`src/rtl/riscv_mem_pkg.sv`:
```
// rtl/riscv_mem_pkg.sv - shared types, funct3 codes and access checks for the MEM stage
package riscv_mem_pkg;

    localparam int XLEN_DEF   = 32;
    localparam int REG_AW_DEF = 5;
    localparam int FUNCT3_W   = 3;
    localparam int BE_W       = 4;

    localparam logic [FUNCT3_W-1:0] F3_B  = 3'b000;
    localparam logic [FUNCT3_W-1:0] F3_H  = 3'b001;
    localparam logic [FUNCT3_W-1:0] F3_W  = 3'b010;
    localparam logic [FUNCT3_W-1:0] F3_BU = 3'b100;
    localparam logic [FUNCT3_W-1:0] F3_HU = 3'b101;

    typedef enum logic {
        ST_IDLE,
        ST_MEM
    } state_t;

    // True when a memory op must not reach the bus: bad size code, misaligned, or read+write together.
    function automatic logic access_fault(input logic                mem_read,
                                          input logic                mem_write,
                                          input logic [FUNCT3_W-1:0] funct3,
                                          input logic [1:0]          addr_lo);
        logic f;
        f = 1'b0;
        if (mem_read && mem_write) begin
            f = 1'b1;
        end else if (mem_read) begin
            case (funct3)
                F3_B, F3_BU: f = 1'b0;
                F3_H, F3_HU: f = addr_lo[0];
                F3_W:        f = (addr_lo != 2'b00);
                default:     f = 1'b1;
            endcase
        end else if (mem_write) begin
            case (funct3)
                F3_B:    f = 1'b0;
                F3_H:    f = addr_lo[0];
                F3_W:    f = (addr_lo != 2'b00);
                default: f = 1'b1;
            endcase
        end
        return f;
    endfunction

endpackage

```
`src/rtl/load_align.sv`:
```
// rtl/load_align.sv - byte-lane extraction and sign/zero extension of a loaded word
import riscv_mem_pkg::*;

module load_align #(
    parameter int XLEN = 32
) (
    input  logic [XLEN-1:0]     rdata,
    input  logic [1:0]          addr,
    input  logic [FUNCT3_W-1:0] funct3,
    output logic [XLEN-1:0]     result
);

    logic [7:0]  byte_sel;
    logic [15:0] half_sel;

    always_comb begin
        byte_sel = rdata[{addr, 3'b000} +: 8];
        half_sel = rdata[{addr[1], 4'b0000} +: 16];
        case (funct3)
            F3_B:    result = {{(XLEN-8){byte_sel[7]}}, byte_sel};
            F3_H:    result = {{(XLEN-16){half_sel[15]}}, half_sel};
            F3_BU:   result = {{(XLEN-8){1'b0}}, byte_sel};
            F3_HU:   result = {{(XLEN-16){1'b0}}, half_sel};
            F3_W:    result = rdata;
            default: result = '0;
        endcase
    end

endmodule

```
`src/rtl/mem_access_stage.sv`:
```
// rtl/mem_access_stage.sv - RISC-V MEM stage: load/store over req/ack port, one wb beat per instruction
import riscv_mem_pkg::*;

module mem_access_stage #(
    parameter int XLEN   = 32,
    parameter int REG_AW = 5
) (
    input  logic                clk,
    input  logic                rst,
    input  logic                ex_valid,
    output logic                ex_ready,
    input  logic [XLEN-1:0]     ex_alu_result,
    input  logic [XLEN-1:0]     ex_store_data,
    input  logic [REG_AW-1:0]   ex_rd,
    input  logic                ex_reg_write,
    input  logic                ex_mem_read,
    input  logic                ex_mem_write,
    input  logic [2:0]          ex_funct3,
    output logic                dmem_req,
    output logic                dmem_we,
    output logic [XLEN-1:0]     dmem_addr,
    output logic [XLEN-1:0]     dmem_wdata,
    output logic [3:0]          dmem_be,
    input  logic                dmem_ack,
    input  logic [XLEN-1:0]     dmem_rdata,
    output logic                wb_valid,
    output logic [REG_AW-1:0]   wb_rd,
    output logic                wb_reg_write,
    output logic [XLEN-1:0]     wb_data,
    output logic                wb_fault
);

    state_t state, state_nxt;

    logic                accept;
    logic                is_mem;
    logic                fault;
    logic                go_mem;
    logic                mem_done;
    logic [BE_W-1:0]     store_be;
    logic [XLEN-1:0]     store_wdata;
    logic [XLEN-1:0]     load_data;

    // Copies of the accepted instruction that the completion path relies on.
    logic [1:0]          lat_addr_lo;
    logic [FUNCT3_W-1:0] lat_funct3;
    logic [REG_AW-1:0]   lat_rd;
    logic                lat_reg_write;
    logic                lat_mem_read;

    assign ex_ready = (state == ST_IDLE);
    assign accept   = ex_valid && ex_ready;
    assign is_mem   = ex_mem_read || ex_mem_write;
    assign fault    = access_fault(ex_mem_read, ex_mem_write, ex_funct3, ex_alu_result[1:0]);
    assign go_mem   = accept && is_mem && !fault;
    assign mem_done = (state == ST_MEM) && dmem_ack;

    always_ff @(posedge clk or negedge rst) begin
        if (!rst) state <= ST_IDLE;
        else      state <= state_nxt;
    end

    always_comb begin
        state_nxt = state;
        case (state)
            ST_IDLE: if (go_mem)   state_nxt = ST_MEM;
            ST_MEM:  if (dmem_ack) state_nxt = ST_IDLE;
            default: state_nxt = ST_IDLE;
        endcase
    end

    always_comb begin
        store_be    = 4'b1111;
        store_wdata = ex_store_data;
        case (ex_funct3)
            F3_B: begin
                store_be    = 4'b0001 << ex_alu_result[1:0];
                store_wdata = {(XLEN/8){ex_store_data[7:0]}};
            end
            F3_H: begin
                store_be    = 4'b0011 << ex_alu_result[1:0];
                store_wdata = {(XLEN/16){ex_store_data[15:0]}};
            end
            default: ;
        endcase
    end

    load_align #(.XLEN(XLEN)) u_load_align (
        .rdata  (dmem_rdata),
        .addr   (lat_addr_lo),
        .funct3 (lat_funct3),
        .result (load_data)
    );

    always_ff @(posedge clk or negedge rst) begin
        if (!rst) begin
            dmem_req      <= 1'b0;
            dmem_we       <= 1'b0;
            dmem_addr     <= '0;
            dmem_wdata    <= '0;
            dmem_be       <= '0;
            wb_valid      <= 1'b0;
            wb_rd         <= '0;
            wb_reg_write  <= 1'b0;
            wb_data       <= '0;
            wb_fault      <= 1'b0;
            lat_addr_lo   <= '0;
            lat_funct3    <= '0;
            lat_rd        <= '0;
            lat_reg_write <= 1'b0;
            lat_mem_read  <= 1'b0;
        end else begin
            wb_valid <= 1'b0;
            if (accept) begin
                lat_addr_lo   <= ex_alu_result[1:0];
                lat_funct3    <= ex_funct3;
                lat_rd        <= ex_rd;
                lat_reg_write <= ex_reg_write;
                lat_mem_read  <= ex_mem_read;
                if (go_mem) begin
                    dmem_req   <= 1'b1;
                    dmem_we    <= ex_mem_write;
                    dmem_addr  <= {ex_alu_result[XLEN-1:2], 2'b00};
                    dmem_wdata <= ex_mem_write ? store_wdata : '0;
                    dmem_be    <= ex_mem_write ? store_be : '0;
                end else begin
                    // Non-memory op or faulting access retires immediately; here is_mem means fault.
                    wb_valid     <= 1'b1;
                    wb_rd        <= ex_rd;
                    wb_fault     <= is_mem;
                    wb_reg_write <= !is_mem && ex_reg_write && (ex_rd != '0);
                    wb_data      <= is_mem ? '0 : ex_alu_result;
                end
            end else if (mem_done) begin
                dmem_req     <= 1'b0;
                wb_valid     <= 1'b1;
                wb_rd        <= lat_rd;
                wb_fault     <= 1'b0;
                wb_reg_write <= lat_mem_read && lat_reg_write && (lat_rd != '0);
                wb_data      <= lat_mem_read ? load_data : '0;
            end
        end
    end

endmodule
```
`config.mk`:
```
export PLATFORM = sky130hd
export DESIGN_NAME = mem_access_stage
export DESIGN_NICKNAME = d
export VERILOG_FILES = /design/src/rtl/riscv_mem_pkg.sv /design/src/rtl/load_align.sv /design/src/rtl/mem_access_stage.sv
export SDC_FILE = /design/constraint.sdc
export NUM_CORES = 1
export LEC_CHECK = 0
export CAP_MARGIN = 20
export CORE_UTILIZATION = 40
export DETAILED_ROUTE_END_ITERATION = 12
export GPL_TIMING_DRIVEN = 0
export PLACE_DENSITY_LB_ADDON = 0.2
export SLEW_MARGIN = 30
export SYNTH_ARGS = -nofsm -noshare
export SYNTH_HDL_FRONTEND = slang
export SYNTH_SLANG_ARGS = --single-unit
```
`constraint.sdc`:
```
create_clock -name clk -period 1.85 [get_ports clk]
set_clock_uncertainty 0.05 [all_clocks]
set_input_delay 0.37 -clock clk [delete_from_list [all_inputs] [get_ports clk]]
set_output_delay 0.37 -clock clk [all_outputs]
set_load 0.01 [all_outputs]
```
### Word level (Yosys, flattened, before mapping)

Cells that the tools add are included.

* register bits after elaboration: 121
* bits of input ports: 111
* output and inout port bits: 111
* logic and storage cells: 86

* equal/unequal tests: 10
* shifts and indexed selects: 4
* muxes and demuxes: 32
* bitwise operators: 1
* reduce and logical (&&, ||, !) cells: 23

Operators with widths (number)
* 2-to-1 mux 32 bit: 6
* case mux 32 bit (5 select lines): 1
* case mux 32 bit (2 select lines): 1
* indexed part select 32 x 6 -> 16 bit: 1
* indexed part select 32 x 6 -> 8 bit: 1
* 2-to-1 mux 1 bit: 16
* 2-to-1 mux 5 bit: 3
* == test 3 bit, second input constant: 4
* nonzero test 5 bit: 2
* logical AND 1 bit: 9
* case mux 4 bit (2 select lines): 1
* == test 3 x 1 -> 1 bit, second input constant: 2
* == test 3 x 2 -> 1 bit, second input constant: 2
* logical NOT 3 bit: 2
* case mux 1 bit (3 select lines): 2
* AND reduction 2 bit: 3
* 2-to-1 mux 4 bit: 1
* nonzero test 2 bit: 2
* OR reduction 2 bit: 2
* << shifter 1 x 2 -> 4 bit, first input constant: 1
* << shifter 2 x 2 -> 4 bit, first input constant: 1
* logical NOT 1 bit: 2
* inequality test 2 x 1 -> 1 bit, second input constant: 1
* inequality test 2 bit, second input constant: 1
* other kinds (3): 3

### Logic depth before layout (Yosys ltp)

* depth in word-level cells: 9
* depth in mapped cells: 8
* mapped depth without buffers: 5

### Cells and area by module

A second synthesis with hierarchy kept.

* cell total of the unflattened synthesis: 571
* area, all modules: 6266.0 um^2

Modules (own cells, without submodules)
* mem_access_stage: instances 1, cells an instance 454, area each 5451.5 um^2, sequential area each 3027.9 um^2
* load_align: instances 1, cells an instance 117, area each 814.5 um^2, sequential area each 0.0 um^2

### Least setup slack after synthesis

OpenSTA, ideal clock, no wires.

* path type: register to register
* from: register lat_addr_lo[0]
* to: register wb_data[24]
* setup time: 130 ps
* arrival: 1834 ps
* data required time: 1670 ps
* path slack: -164 ps
* cell stages (with the launch flop): 7
* path buffers: 1
* cell sequence: dfrtp_1 mux2_4 a222oi_1 buf_6 a21oi_1 a21oi_2 mux2i_1

* word-level cells in the longest chain between the ends: 5

RTL lines
* from (decl): RTL line mem_access_stage.sv:45 `logic [1:0] lat_addr_lo;`
* from (signal assigned): RTL line mem_access_stage.sv:115 `lat_addr_lo <= ex_alu_result[1:0];`
* indexed part select 32 x 6 -> 8 bit: RTL line load_align.sv:17 `byte_sel = rdata[{addr, 3'b000} +: 8];`
* case mux 32 bit (5 select lines): RTL line load_align.sv:19 `case (funct3)`
* 2-to-1 mux 32 bit: RTL line mem_access_stage.sv:140 `wb_data <= lat_mem_read ? load_data : '0;`
* 2-to-1 mux 32 bit: RTL line mem_access_stage.sv:134 `end else if (mem_done) begin`
* 2-to-1 mux 32 bit: RTL line mem_access_stage.sv:114 `if (accept) begin`
* to (signal assigned): RTL line mem_access_stage.sv:132 `wb_data <= is_mem ? '0 : ex_alu_result;`
* to (signal assigned): RTL line mem_access_stage.sv:140
* to (decl): RTL line mem_access_stage.sv:29 `output logic [XLEN-1:0] wb_data,`

No other way between the ends. The select of a mux whose other input is x is not followed.
A chain may end at the register's enable or synchronous reset.

### Worst setup path after layout

* from: register lat_funct3[0]
* to: register wb_data[26]

* word-level cells in the longest chain between the ends: 5
* elaborated cells between the ends (all ways): 9
* those cells by class: eq/ne: 4; mux: 4; reduce/logical: 1

RTL lines
* from (decl): RTL line mem_access_stage.sv:46 `logic [FUNCT3_W-1:0] lat_funct3;`
* from (signal assigned): RTL line mem_access_stage.sv:116 `lat_funct3 <= ex_funct3;`
* == test 3 x 2 -> 1 bit (tied with other cells): RTL line load_align.sv:19
* case mux 32 bit (5 select lines) *: RTL line load_align.sv:19
* 2-to-1 mux 32 bit *: RTL line mem_access_stage.sv:140
* 2-to-1 mux 32 bit *: RTL line mem_access_stage.sv:134
* 2-to-1 mux 32 bit *: RTL line mem_access_stage.sv:114

Mark *: on every way between the ends. The rest lies on a longest branch, timed or not. The select of a mux whose other input is x is not followed.

==> metrics <==
status=complete, but fails checks; failing checks=negative setup slack; Die ar.=15,200 um^2; CP startpoint=lat_funct3[0]; Max-cap violations=0; number of synthesized register bits=121; Design Power=10.3 mW; clk_lat worst skew=0.42 ns; Max FO, Critical Path=7; antenna cells=0; antenna violation net count after detailed routing=0; final cell area excluding filler cells=9590 um^2; CTS max path bufs=2; Crit path max-delay family=buffers and inverters; first-pass GRT wire length=29.3 mm; I/O pin count=222; CP Depth=9; Synth warnings=0; Worst R2R Setup Slack=-0.09 ns; Worst Path Required=2.14 ns; clock sink count=121; synthesized area=5890 um^2; vias in the first global route=5,490; clk root buf=clkbuf_16; fin crit share=105%; drt total wl=19.8 mm; initial antenna violation count=0; Main synth FF type=dfrtp_1; number of flops mapped to enable cells by yosys=0; Setup WS post-layout=-0.0922 ns; TritonRoute pass-1 iters=5; Leak=4.10 nW; CP Class=reg -> reg; fin. max-slew vios=0; H-tree depth=4; Hold Path Depth=3; RSZ-0062 raised after global routing=yes; Die Span Y=123 um; FF-to-FF Start=lat_funct3[0]; CP startpoint kind=register; Hold Vio Cnt, Final=0; Port Buf Inserts=219; GR Util met2=42.5%; DR iter-0 viols=362; Placed Area=8360 um^2; cell taking the most area after synthesis=dfrtp_1; met1 usage=33.2%; Initial Util=41.8%; Cells after Synth=574; cts bufs inserted=17; R2R cell count=9; Worst VDD drop=0.717 mV; post-route DRC violation count=0; top cells by area, synth=dfrtp_1 (51%), mux2_2 (13%), nand2_1 (8.0%), o21ai_0 (6.5%), mux2i_1 (4.4%); GP Congestion=0.879; Synth cell types=41; critical path arrival=2.24 ns; standard-cell rows=43; Tightest Hold Check Type=in -> reg; TNS Setup=-0.964 ns; Nets=952; WL/cell=19.1 um; clock slew at reported path FFs=0.06 ns; CP peak stage delay=0.40 ns; met3 usage=5.90%; worst-path cell chain=buf_6, buf_4, nor3b_2, a222oi_1, buf_4, buf_8, a21oi_1, a21oi_2, mux2i_1; CTS tree=done; busiest grt layer=met2; fmax=0.515 GHz; fraction of layout cells with a size suffix above 1=25.6%; GR Overflow Total=0; routed vias=5,531; hold_sp=ex_alu_result[0]; die extent in x=123 um; GRT Util Overall=26.0%; cell mode on critical path=buf_4; minimum clock period=1.94 ns; Worst Path Buf+Inv=4; Final Setup Violations=26; worst slack, placed=-1.02 ns; largest net degree at the start of global routing=81; P per Cell Area=1080 nW/um^2; top cell type's share of synthesized area=51.4%; ys async rst share=100%; vias per inst=5.35; Hold EP=lat_addr_lo[0]; core area=14,100 um^2; Setup crit end kind=register; Avg Cell Area, Syn=10.3 um^2; post-DP HPWL=14.5 mm; critical path's slowest cell=dfrtp_1; Reg-to-Reg End=wb_data[26]; area grow syn2layout=62.9%; Seq/Total Area, Yosys=51.4%
==> repair_timing <==
| action | 4_1_cts | 5_1_grt |
|---|---|---|
| endpoints found under the setup margin | 110 | 103 |
| hold buffers | 1 | 0 |
| pin swaps | 9 | 14 |
| endpoints found under the hold margin | 41 | 0 |
| gates resized for setup | 65 | 61 |
| cloned | 0 | 2 |
| setup buffers | 13 | 11 |
==> report_power, final <==
group          internal (mW)  leakage (nW)  total, mW  switching [mW]
logic                   1.96          2.27       3.47            1.51
registers               3.22          1.54       3.55           0.328
clock network           2.06         0.282       3.31            1.25
total                   7.24          4.10       10.3            3.08
==> cell usage after synthesis, drive strengths merged (4+ instances only) <==
master  count
nand2     126
dfrtp     121
o21ai      77
mux2       71
a21oi      34
mux2i      26
clkbuf     20
buf        19
inv        19
a21boi      8
a221oi      8
a222oi      7
nor2b       7
nor3b       4
==> layer usage <==
| layer | share of wire (%) | vias up | wire length [um] |
|---|---|---|---|
| met1 | 42 | 2729 | 8350 |
| li1 | - | 2547 | - |
| met5 | 0 | - | 0 |
| met2 | 50 | 218 | 9840 |
| met3 | 5.6 | 37 | 1100 |
| met4 | 2.6 | 0 | 505 |
==> layout by cell type, fill, tap and decap left out, drive strengths merged, types with 4 or more instances in the layout <==
| cell type | n |
|---|---|
| mux2i | 26 |
| dfrtp | 121 |
| o21ai | 77 |
| clkinvlp | 4 |
| inv | 21 |
| a222oi | 7 |
| nor2b | 7 |
| a21boi | 8 |
| dlygate4sd2 | 6 |
| clkinv | 5 |
| mux2 | 71 |
| a21oi | 34 |
| a221oi | 8 |
| clkdlybuf4s50 | 210 |
| nand2 | 126 |
| buf | 47 |
| nor3b | 4 |
| clkbuf | 41 |
==> final cells by class <==
class / count / area [um^2]
Fill cell: 1063 / 4500
Sequential cell: 121 / 3030
Multi-Input combinational cell: 396 / 2940
Timing Repair Buffer: 248 / 2480
Clock buffer: 19 / 453
Buffer: 38 / 255
Tap cell: 180 / 225
Clock inverter: 13 / 144
Inverter: 19 / 71.3
==> worst max path at each step <==
stage,to,slack (ns)
final,wb_data[26],-0.09
after floorplan,wb_data[24],-0.16
after detailed placement,wb_data[6],-1.02
after CTS,wb_data[9],-0.03
after global routing,wb_data[3],-0.12
after global placement,wb_rd[2],-4.29
==> kinds of logic after synthesis <==
logic type,Yosys count,synth area share [%]
buf+inv,58,4.42
flops,121,51.4
compound gates,145,15.2
simple gates,152,10.8
other cells,1,0.0637
mux,97,18.1
==> registers in the layout (all words and copies together) (netlist names), 2 cells and up <==
| register | count |
|---|---|
| dmem_addr | 30 |
| dmem_be | 4 |
| dmem_wdata | 32 |
| lat_addr_lo | 2 |
| lat_funct3 | 3 |
| lat_rd | 5 |
| wb_data | 32 |
| wb_rd | 5 |
==> tightest hold or removal path, stage by stage <==
cell and delay (ns):
clkbuf_2 0.16, nand2_1 0.09, nand2_1 0.05
==> metrics by stage <==
stage | cells | util, % | hold slack, ns
2_1_floorplan | 575 | - | 0.0244
6_report | 1034 | 68.1 | 0.230
5_1_grt | 1034 | 68.1 | 0.245
4_1_cts | 1021 | 65.8 | 0.345
3_5_place_dp | 976 | 59.3 | 0.230
3_3_place_gp | 974 | 59.1 | 0.414
Power figures use the tool's default switching activity.
